===== config.mk =====
export PLATFORM = sky130hd
export DESIGN_NAME = div_ctrl_flat
export DESIGN_NICKNAME = d
export VERILOG_FILES = /design/src/rtl/div_ctrl_if.sv /design/src/rtl/div_ctrl.sv /design/src/flat_wrapper.sv
export SDC_FILE = /design/constraint.sdc
export NUM_CORES = 1
export LEC_CHECK = 0
export BUFFER_PORTS_ARGS = -buffer_cell sky130_fd_sc_hd__buf_4
export CAP_MARGIN = 25
export CORE_MARGIN = 2
export CORE_UTILIZATION = 40
export DETAILED_ROUTE_END_ITERATION = 10
export PLACE_DENSITY = 0.63
export SLEW_MARGIN = 40
export SYNTH_ARGS = -nofsm -noshare
export SYNTH_HDL_FRONTEND = slang
export SYNTH_SLANG_ARGS = --single-unit

===== constraint.sdc =====
create_clock -name clk -period 7.8 [get_ports clk]
set_input_delay 1.56 -clock clk [delete_from_list [all_inputs] [get_ports clk]]
set_output_delay 1.56 -clock clk [all_outputs]
set_load 0.005 [all_outputs]

===== src/rtl/div_ctrl_if.sv =====
// Divider handshake bundle between the EX stage (master) and div_ctrl (slave).
// Operands and controls flow in; {remainder,quotient}, ready and stall flow out.
interface div_ctrl_if #(
    parameter int WIDTH = 32
);
    logic                   start_i;
    logic                   signed_i;
    logic                   annul_i;
    logic [WIDTH-1:0]       opdata1_i;
    logic [WIDTH-1:0]       opdata2_i;
    logic [2*WIDTH-1:0]     result_o;
    logic                   ready_o;
    logic                   stall_o;

    modport master (
        output start_i, signed_i, annul_i, opdata1_i, opdata2_i,
        input  result_o, ready_o, stall_o
    );

    modport slave (
        input  start_i, signed_i, annul_i, opdata1_i, opdata2_i,
        output result_o, ready_o, stall_o
    );
endinterface


===== src/rtl/div_ctrl.sv =====
// Iterative restoring divider for DIV/DIVU: one quotient bit per cycle, result {rem,quo} valid
// on a one-cycle ready pulse WIDTH+1 cycles after accept (2 for divide-by-zero); stalls EX meanwhile.
module div_ctrl #(
    parameter int WIDTH = 32,
    parameter int CNT_W = 6
) (
    input  logic      clk,
    input  logic      rst,
    div_ctrl_if.slave bus
);

    typedef enum logic [1:0] {
        IDLE   = 2'd0,
        BYZERO = 2'd1,
        ON     = 2'd2,
        END    = 2'd3
    } state_t;

    state_t               state_q, state_d;
    logic [WIDTH-1:0]     r_q, r_d;
    logic [WIDTH-1:0]     q_q, q_d;
    logic [WIDTH-1:0]     d_q, d_d;
    logic [CNT_W-1:0]     cnt_q, cnt_d;
    logic                 sgn_q, sgn_d;
    logic                 s1_q, s1_d;
    logic                 s2_q, s2_d;
    logic [2*WIDTH-1:0]   result_q, result_d;

    logic                 accept;
    logic [WIDTH-1:0]     op1_abs;
    logic [WIDTH-1:0]     op2_abs;
    logic [WIDTH:0]       rem_sh;
    logic [WIDTH:0]       rem_sub;
    logic                 rem_ge;
    logic [WIDTH-1:0]     q_fix;
    logic [WIDTH-1:0]     r_fix;
    logic                 stall;
    logic                 ready;

    assign accept  = bus.start_i & ~bus.annul_i;
    assign op1_abs = (bus.signed_i & bus.opdata1_i[WIDTH-1]) ? -bus.opdata1_i : bus.opdata1_i;
    assign op2_abs = (bus.signed_i & bus.opdata2_i[WIDTH-1]) ? -bus.opdata2_i : bus.opdata2_i;

    // The bit shifted out of R takes part in the compare so divisors above 2**(WIDTH-1) stay exact.
    assign rem_sh  = {r_q, q_q[WIDTH-1]};
    assign rem_sub = rem_sh - {1'b0, d_q};
    assign rem_ge  = rem_sh >= {1'b0, d_q};

    assign q_fix = (sgn_q & (s1_q ^ s2_q)) ? -q_q : q_q;
    assign r_fix = (sgn_q & s1_q) ? -r_q : r_q;

    always_comb begin
        state_d  = state_q;
        r_d      = r_q;
        q_d      = q_q;
        d_d      = d_q;
        cnt_d    = cnt_q;
        sgn_d    = sgn_q;
        s1_d     = s1_q;
        s2_d     = s2_q;
        result_d = result_q;
        stall    = 1'b0;
        ready    = 1'b0;

        case (state_q)
            IDLE: begin
                stall = accept;
                if (accept) begin
                    cnt_d = '0;
                    if (bus.opdata2_i == '0) begin
                        // Divide-by-zero result is the raw dividend and all-ones, never sign-fixed.
                        state_d = BYZERO;
                        r_d     = bus.opdata1_i;
                        q_d     = '1;
                        d_d     = '0;
                        sgn_d   = 1'b0;
                        s1_d    = 1'b0;
                        s2_d    = 1'b0;
                    end else begin
                        state_d = ON;
                        r_d     = '0;
                        q_d     = op1_abs;
                        d_d     = op2_abs;
                        sgn_d   = bus.signed_i;
                        s1_d    = bus.opdata1_i[WIDTH-1];
                        s2_d    = bus.opdata2_i[WIDTH-1];
                    end
                end
            end

            ON: begin
                stall = ~bus.annul_i;
                if (bus.annul_i) begin
                    state_d = IDLE;
                end else begin
                    if (rem_ge) begin
                        r_d = rem_sub[WIDTH-1:0];
                        q_d = {q_q[WIDTH-2:0], 1'b1};
                    end else begin
                        r_d = rem_sh[WIDTH-1:0];
                        q_d = {q_q[WIDTH-2:0], 1'b0};
                    end
                    cnt_d = cnt_q + 1'b1;
                    if (cnt_q == CNT_W'(WIDTH - 1)) begin
                        state_d = END;
                    end
                end
            end

            BYZERO: begin
                stall   = ~bus.annul_i;
                state_d = bus.annul_i ? IDLE : END;
            end

            END: begin
                // Result is committed here; a late flush cannot retract it.
                ready    = 1'b1;
                result_d = {r_fix, q_fix};
                state_d  = IDLE;
            end

            default: begin
                state_d = IDLE;
            end
        endcase
    end

    always_ff @(posedge clk or posedge rst) begin
        if (rst) begin
            state_q  <= IDLE;
            r_q      <= '0;
            q_q      <= '0;
            d_q      <= '0;
            cnt_q    <= '0;
            sgn_q    <= 1'b0;
            s1_q     <= 1'b0;
            s2_q     <= 1'b0;
            result_q <= '0;
        end else begin
            state_q  <= state_d;
            r_q      <= r_d;
            q_q      <= q_d;
            d_q      <= d_d;
            cnt_q    <= cnt_d;
            sgn_q    <= sgn_d;
            s1_q     <= s1_d;
            s2_q     <= s2_d;
            result_q <= result_d;
        end
    end

    assign bus.result_o = (state_q == END) ? {r_fix, q_fix} : result_q;
    assign bus.ready_o  = ready;
    assign bus.stall_o  = stall;

endmodule

===== src/flat_wrapper.sv =====
// flat-port wrapper written by rule: the top's interface ports become plain ports
module div_ctrl_flat 
#(
    parameter int WIDTH = 32,
    parameter int CNT_W = 6
)
  (clk, rst, bus_start_i, bus_signed_i, bus_annul_i, bus_opdata1_i, bus_opdata2_i, bus_result_o, bus_ready_o, bus_stall_o);
  div_ctrl_if #(.WIDTH(WIDTH)) bus_i ();
  input  logic clk;
  input  logic rst;
  input wire logic [$bits(bus_i.start_i)-1:0] bus_start_i;
  input wire logic [$bits(bus_i.signed_i)-1:0] bus_signed_i;
  input wire logic [$bits(bus_i.annul_i)-1:0] bus_annul_i;
  input wire logic [$bits(bus_i.opdata1_i)-1:0] bus_opdata1_i;
  input wire logic [$bits(bus_i.opdata2_i)-1:0] bus_opdata2_i;
  output wire logic [$bits(bus_i.result_o)-1:0] bus_result_o;
  output wire logic [$bits(bus_i.ready_o)-1:0] bus_ready_o;
  output wire logic [$bits(bus_i.stall_o)-1:0] bus_stall_o;
  assign bus_i.start_i = bus_start_i;
  assign bus_i.signed_i = bus_signed_i;
  assign bus_i.annul_i = bus_annul_i;
  assign bus_i.opdata1_i = bus_opdata1_i;
  assign bus_i.opdata2_i = bus_opdata2_i;
  assign bus_result_o = bus_i.result_o;
  assign bus_ready_o = bus_i.ready_o;
  assign bus_stall_o = bus_i.stall_o;
  div_ctrl #(.WIDTH(WIDTH), .CNT_W(CNT_W)) u_core (.clk(clk), .rst(rst), .bus(bus_i));
endmodule

# Yosys cells after proc, flatten, opt, wreduce, memory -nomap -nowiden
# Index checks and enable logic that the tools add are counted.
# totals
wordCells	67
reg_bits	171
in_bits	69
# op_classes
n_reduce_logical	7
order_cmp	1
n_eq_ne	7
n_bitwise	7
add_sub_neg	6
n_mux	30
# op_table
operator	count
32-bit 2-to-1 mux	12
32-bit negation	4
32-bit case mux with 2 select lines	2
64-bit 2-to-1 mux	1
33-bit by 32-bit greater-or-equal comparator with 1-bit output	1
32-bit zero test	1
32-bit subtractor	1
6-bit 2-to-1 mux	2
6-bit case mux with 2 select lines	1
2-bit 2-to-1 mux	5
2-bit case mux with 4 select lines	1
6-bit by 1-bit adder with 6-bit output, second input constant	1
6-bit by 5-bit == test with 1-bit output, second input constant	1
1-bit AND	5
1-bit 2-to-1 mux	5
2-bit == test, second input constant	2
2-bit AND reduction	2
3-bit by 2-bit != test with 1-bit output, second input constant	1
3-bit AND reduction	1
2-bit by 1-bit == test with 1-bit output, second input constant	1
2-bit zero test	1
2-bit by 1-bit != test with 1-bit output, second input constant	1
2-bit != test, second input constant	1
1-bit case mux with 2 select lines	1
other kinds (4)	4

# Logic depth before layout (Yosys ltp)
# Gate-level depths: netlist (run 1).
# logic_depth
depth_word	5
mapped_depth	14

# Worst setup path before layout (run 1)
# No wires, ideal clock.
# synth_path
path_kind	register to output
startpoint	register u_core.q_q[11]
endpoint	output port bus_result_o[28]
arrival_time_ps	2507
slack_ps	3733
required_ps	6240
path_buffers	0
path_stages_with_launch	10
path_cell_list	dfrtp_1 or4_1 nor4_1 nand3_1 nor2_1 nand3b_1 nor4_1 a31oi_1 xnor2_1 a21oi_1
# synth_via
elab_chain_cells	3
# synth_rtl
element	line	rtl
from (decl)	div_ctrl.sv:21	logic [WIDTH-1:0] q_q, q_d;
from (signal assigned)	div_ctrl.sv:142	q_q <= q_d;
32-bit negation	div_ctrl.sv:49	assign q_fix = (sgn_q & (s1_q ^ s2_q)) ? -q_q : q_q;
32-bit 2-to-1 mux	div_ctrl.sv:49	
64-bit 2-to-1 mux	--	
to (decl)	flat_wrapper.sv:16	output wire logic [$bits(bus_i.result_o)-1:0] bus_result_o;
# No other way between the ends.

# Worst setup path after layout (run 1)
# Ends and elaborated chain as after synthesis.

==> flow_metrics.env, run 1 <==
export IMPL_outcome="completed"
export IMPL_power_frac_comb=0.605
export IMPL_die_h_microns=174
export IMPL_p_int_uw=3530
export IMPL_die_x_microns=174
export IMPL_skew_ps=11.2
export IMPL_max_freq_ghz=0.193
export IMPL_numCtsBuffers=17
export IMPL_synth_seq_cells=171
export IMPL_slowest_stage="or4_1"
export IMPL_period_needed_ps=5180
export IMPL_finalHoldViolations=0
export IMPL_ir_worst_vdd_uv=229
export IMPL_synth_cells=1438
export IMPL_gr_usage_all_layers=0.227
export IMPL_final_setup_viol_count=0
export IMPL_firstDrtPassIters=5
export IMPL_htree_levels=4
export IMPL_ys_types=60
export IMPL_place_area_sq_um=12900
export IMPL_hp_class="register to register"
export IMPL_min_delay_start="u_core.d_q[22]"
export IMPL_synth_ff_type="dfrtp_1"
export IMPL_cts_setup_buffers=0
export IMPL_clkPwrFrac=0.131
export IMPL_synth_fp_nets=1549
export IMPL_endpoint_kind="output pin"
export IMPL_rows=62
export IMPL_worstMarginPinSlew_ps=844
export IMPL_gp_congestion=0.947
export IMPL_initial_utilization=0.404
export IMPL_crit_chain="or4_1 -> nor4_1 -> nand3_1 -> nor2_1 -> nand3b_1 -> nor4_1 -> a31oi_1 -> xnor2_1 -> a21oi_1 -> buf_4"
export IMPL_r2r_slack_ps=4110
export IMPL_wl_per_cell_microns=18.1
export IMPL_swShare=0.475
export IMPL_grt_pass1_wl_microns=55100
export IMPL_insertion_delay_ps=440
export IMPL_clk_pin_slew_ps=70
export IMPL_drv_slew=0
export IMPL_rr_startpoint="u_core.r_q[8]"
export IMPL_port_buffers=134
export IMPL_grt_pass1_vias=9922
export IMPL_final_common_cell="a21oi_1"
export IMPL_worstPathRequired_ps=6240
export IMPL_maxCapViolCount=0
export IMPL_reg2reg_to="u_core.r_q[9]"
export IMPL_p_sw_uw=3190
export IMPL_critical_path_arrival_ps=3620
export IMPL_via_per_inst=5.65
export IMPL_yosysSeqAreaShare=0.370
export IMPL_min_period_over_period=0.664
export IMPL_final_setup_tns_ps=0
export IMPL_dr_total_vias=10900
export IMPL_p_seq_frac=0.263
export IMPL_p_total_uw=6710
export IMPL_critPathBufInv=1
export IMPL_final_layout_size_suffix_gt1_frac=0.127
export IMPL_cts_tree="done"
export IMPL_fin_nets=1637
export IMPL_max_slew_margin_rel=0.434
export IMPL_ioPinCount=135
export IMPL_ctsRootBufferMaster="clkbuf_16"
export IMPL_core_sq_um=28600
export IMPL_crit_family="simple AND/OR/NAND/NOR gates"
export IMPL_critPathMaxFanout=6
export IMPL_cp_common_cell="nor4_1"
export IMPL_synth_edf_count=0
export IMPL_slowest_delay_ps=590
export IMPL_die_area_sq_um=30300
export IMPL_final_cell_mix="a21oi_1 (214), nor2_1 (177), dfrtp_1 (171)"
export IMPL_worstSetupPathType="register to output pin"
export IMPL_remaining_drc_errors=0
export IMPL_cts_hold_buf=0
export IMPL_area_delta_synth_final_pct=16.7
export IMPL_final_area_sq_um=13500
export IMPL_syn_cell_area_sq_um=11600
export IMPL_finalWirelength_microns=34700
export IMPL_power_density_nw_per_um2=497
export IMPL_drt_initial_drc_count=822
export IMPL_hpwlAfterDp_microns=25600
export IMPL_grt_max_degree=105
export IMPL_p_leak_uw=0.00579
export IMPL_avgSynthCellArea_sq_um=8.04
export IMPL_timing_hold_ws_ps=475
export IMPL_antenna_left=0
export IMPL_min_to="u_core.d_q[22]"
export IMPL_fillers=2859
export IMPL_antennaDiodeCount=0
export IMPL_ys_warn_count=0
export IMPL_async_flop_share=1.00
export IMPL_rsz0062_at_grt="no"
export IMPL_start_kind="register"
export IMPL_seqCellArea_sq_um=4280
export IMPL_antenna_found_initial=0
export IMPL_gr_total_overflow=0
export IMPL_whs_path_depth=2
export IMPL_reg2reg_depth=11
export IMPL_multi_input_area_sq_um=6770
export IMPL_cts_resized=0
export IMPL_cts_buffer_depth=2
export IMPL_cts_sinks=171
-- cell type report --
cell class,count,area share
repair buffers,144,0.0827
flip-flops and latches,171,0.317
multi-input cells,1125,0.502
clock inverters,10,0.0106
inverters,67,0.0192
clock buffers,21,0.0334
well taps,384,0.0356
-- Yosys cell counts, drive strengths merged (9+ instances only) --
cell type    n  area share
nor2       179       0.059
and3        10      0.0054
o41ai       11      0.0083
or3         15      0.0081
buf         13      0.0053
a31oi       21       0.011
o21ai      115       0.050
a21o        10      0.0065
nand2b       9      0.0049
nand2      129       0.042
xnor2       83       0.063
dfrtp      171        0.37
nand3       32       0.014
a211oi      10      0.0065
nor3        29       0.013
or4         11      0.0078
clkbuf      62       0.020
inv         66       0.021
o22ai       14      0.0076
mux2i       12       0.010
xor2        60       0.045
o31ai       18       0.012
ha          41       0.044
a21oi      215       0.093
nor4        14      0.0087
-- worst register-to-register path: stages, from the launching register on --
cell	delay, ps
dfrtp_1	490
ha_1	520
nand4_1	200
or3_1	400
o21ai_0	90
a21o_1	180
a31oi_1	210
a21oi_4	500
buf_8	250
mux2_2	390
a221oi_1	260
a21oi_1	60
-- per-stage QoR --
stage               instances  worst slack, ps   util
global route             1922             2370  0.472
finish                   1922             2620  0.472
global placement         1889             3180  0.449
detailed placement       1889             3130  0.449
CTS                      1920             2680  0.470
floorplan                1438             1610      -
-- cell families after synthesis --
family / synth area share
buffers and inverters: 0.0472
adder cells (fa/ha/maj): 0.0461
AO/OA/AOI/OAI: 0.229
multiplexers: 0.0172
AND/OR/NAND/NOR: 0.182
XOR/XNOR: 0.108
flip-flops: 0.370
-- sequential cells by signal, indices dropped and copies added (netlist names) --
register,cells
u_core.result_q,64
u_core.s1_q,1
u_core.d_q,32
u_core.sgn_q,1
u_core.cnt_q,6
u_core.q_q,32
u_core.state_q,2
u_core.s2_q,1
u_core.r_q,32
-- power groups by stage --
stage | clock [uW] | sequential [uW] | combinational [uW]
finish | 882 | 1770 | 4060
global route | 934 | 1820 | 4510
CTS | 897 | 1750 | 4010
detailed placement | 0 | 1770 | 3990
global placement | 0 | 1750 | 3950
floorplan | 0 | 1590 | 2830
-- layer usage --
layer / track usage / vias to the layer above / routed length (microns)
li1: - / 5258 / -
met1: 0.345 / 5206 / 17000
met2: 0.336 / 362 / 15300
met3: 0.0332 / 38 / 1920
met4: 0.0557 / 0 / 571
met5: 0 / - / 0
-- worst max path at each step --
stage                 startpoint          endpoint  slack [ps]  cells after the start
5_1_grt           u_core.q_q[11]  bus_result_o[28]        2370                     10
2_1_floorplan                rst   u_core.cnt_q[0]        1610                      1
4_1_cts           u_core.q_q[11]  bus_result_o[28]        2680                     10
3_5_place_dp   bus_opdata2_i[20]    u_core.r_q[25]        3130                     10
3_3_place_gp   bus_opdata2_i[20]    u_core.r_q[25]        3180                     10
6_report          u_core.q_q[11]  bus_result_o[28]        2620                     10
(Power assumes the default switching activity.)
==> run 2: changes to the inputs <==
--- a/config.mk
+++ b/config.mk
@@ -10,7 +10,7 @@
 export CORE_MARGIN = 2
 export CORE_UTILIZATION = 40
 export DETAILED_ROUTE_END_ITERATION = 10
-export PLACE_DENSITY = 0.63
+export PLACE_DENSITY = 0.65
 export SLEW_MARGIN = 40
 export SYNTH_ARGS = -nofsm -noshare
 export SYNTH_HDL_FRONTEND = slang
==> constraint.sdc (replaced) <==
create_clock -name clk -period 4.5 [get_ports clk]
set_input_delay 0.9 -clock clk [delete_from_list [all_inputs] [get_ports clk]]
set_output_delay 0.9 -clock clk [all_outputs]
set_load 0.005 [all_outputs]
==> run 2 against run 1 <==
  * Critical path type unchanged
  * Combinational power is 74% higher
  * Sequential cell count stayed put
  * Non-clock buffer count is 9 higher
  * Total power is 75% higher
  * Sequential power is 72% higher
  * Critical path depth is 2 lower
==> flow_metrics.env, run 2 (synthesis results as in run 1) <==
export IMPL_start_kind="register"
export IMPL_insertion_delay_ps=440
export IMPL_outcome="completed"
export IMPL_rsz0062_at_grt="no"
export IMPL_stdcell_count=1931
export IMPL_grt_pass1_wl_microns=55600
export IMPL_crit_chain="or4_1 -> or3_1 -> nor4_2 -> and3b_1 -> a21oi_1 -> xnor2_1 -> mux2_2 -> buf_4"
export IMPL_ir_worst_vdd_uv=387
export IMPL_final_cell_mix="a21oi_1 (214), nor2_1 (177), dfrtp_1 (171)"
export IMPL_final_setup_viol_count=0
export IMPL_antenna_left=0
export IMPL_min_period_over_period=0.940
export IMPL_grt_met2_usage=0.343
export IMPL_worstMarginPinSlew_ps=821
export IMPL_drt_initial_drc_count=919
export IMPL_grt_pass1_vias=10200
export IMPL_worstSetupPathType="register to output pin"
export IMPL_top_register="u_core.result_q"
export IMPL_core_sq_um=28600
export IMPL_power_density_nw_per_um2=861
export IMPL_gr_total_overflow=0
export IMPL_slowest_delay_ps=630
export IMPL_ioPinCount=135
export IMPL_die_area_sq_um=30300
export IMPL_cts_buffer_depth=2
export IMPL_endpoint_kind="output pin"
export IMPL_critPathMaxFanout=5
export IMPL_final_common_cell="a21oi_1"
export IMPL_drv_slew=0
export IMPL_top_usage_layer="met2"
export IMPL_hpwlAfterDp_microns=25800
export IMPL_initial_utilization=0.404
export IMPL_cts_sinks=171
export IMPL_cts_tree="done"
export IMPL_firstDrtPassIters=5
export IMPL_finalHoldViolations=0
export IMPL_gp_congestion=0.912
export IMPL_hp_class="register to register"
export IMPL_final_setup_tns_ps=0
export IMPL_min_to="u_core.d_q[17]"
export IMPL_rows=62
export IMPL_die_h_microns=174
export IMPL_via_per_inst=5.57
export IMPL_critical_path_arrival_ps=3330
export IMPL_grt_max_degree=93
export IMPL_cts_hold_buf=0
export IMPL_fin_nets=1646
export IMPL_cts_setup_buffers=0
export IMPL_maxCapViolCount=0
export IMPL_largest_reg_flops=64
export IMPL_antenna_found_initial=0
export IMPL_port_buffers=134
export IMPL_whs_path_depth=2
export IMPL_clk_pin_slew_ps=70
export IMPL_antennaDiodeCount=0
export IMPL_gr_usage_all_layers=0.228
export IMPL_final_layout_size_suffix_gt1_frac=0.136
export IMPL_ctsRootBufferMaster="clkbuf_16"
export IMPL_area_delta_synth_final_pct=17.8
export IMPL_die_x_microns=174
export IMPL_dpl_cell_count=1899
export IMPL_rr_startpoint="u_core.r_q[0]"
export IMPL_worstPathRequired_ps=3600
export IMPL_htree_levels=4
export IMPL_gr_usage_met1=0.336
export IMPL_reg2reg_to="u_core.r_q[30]"
export IMPL_numCtsBuffers=17
export IMPL_r2r_slack_ps=1030
export IMPL_period_needed_ps=4230
export IMPL_skew_ps=9.73
export IMPL_remaining_drc_errors=0
export IMPL_p_leak_uw=0.00584
export IMPL_max_slew_margin_rel=0.451
export IMPL_max_freq_ghz=0.236
export IMPL_reg2reg_depth=11
export IMPL_finalWirelength_microns=34400
export IMPL_slowest_stage="or4_1"
export IMPL_wl_per_cell_microns=17.8
export IMPL_min_delay_start="u_core.d_q[17]"
export IMPL_dr_total_vias=10800
export IMPL_grt_util_met3=0.0376
run 2: area by class of cell:
type                    count  area, sq um
flip-flops and latches    171         4280
repair buffers            153         1190
clock inverters            13          188
fillers                  2803        15000
multi-input cells        1125         6790
clock buffers              18          439
inverters                  67          255
well taps                 384          480
run 2: where the power goes:
part	internal [uW]	switching [uW]	leakage [uW]	total [uW]
logic	2990	4080	0.00349	7070
registers	2280	765	0.00205	3050
clock network	948	662	0.000305	1610
run 2: critical path: cells and delay by family, from the launching register on:
family,cells,cell delay [ps]
buffers and inverters,1,140
flip-flops,1,430
AND/OR/NAND/NOR,4,1770
AO/OA/AOI/OAI,1,100
XOR/XNOR,1,160
multiplexers,1,280
run 2: timing repair:
item,4_1_cts,5_1_grt
endpoints found under the setup margin,0,8
resized for setup,0,3
endpoints found under the hold margin,0,0
run 2: worst max path at each step:
stage / startpoint / end / cells past startpoint
finish: u_core.q_q[3] / bus_result_o[31] / 8
global route: u_core.r_q[2] / bus_result_o[57] / 10
CTS: u_core.q_q[11] / bus_result_o[28] / 10
detailed placement: u_core.q_q[11] / bus_result_o[28] / 10
global placement: u_core.q_q[11] / bus_result_o[28] / 10
floorplan: u_core.q_q[11] / bus_result_o[28] / 9
run 2: through the flow:
stage	util	power (uW)	hold slack, ps	setup slack [ps]	cell area, sq um
after floorplan	-	7660	450	1090	11600
after global placement	0.451	9920	462	586	12900
after detailed placement	0.452	10000	472	509	13000
after CTS	0.474	11700	487	25.7	13600
after global routing	0.476	12700	500	22.9	13600
final	0.476	11700	480	268	13600
run 2: per-layer routing:
metal  part of all wire  vias to the layer above
met4              0.021                        0
li1                   -                     5279
met2               0.44                      367
met5                  0                        -
met3              0.071                       44
met1               0.47                     5073
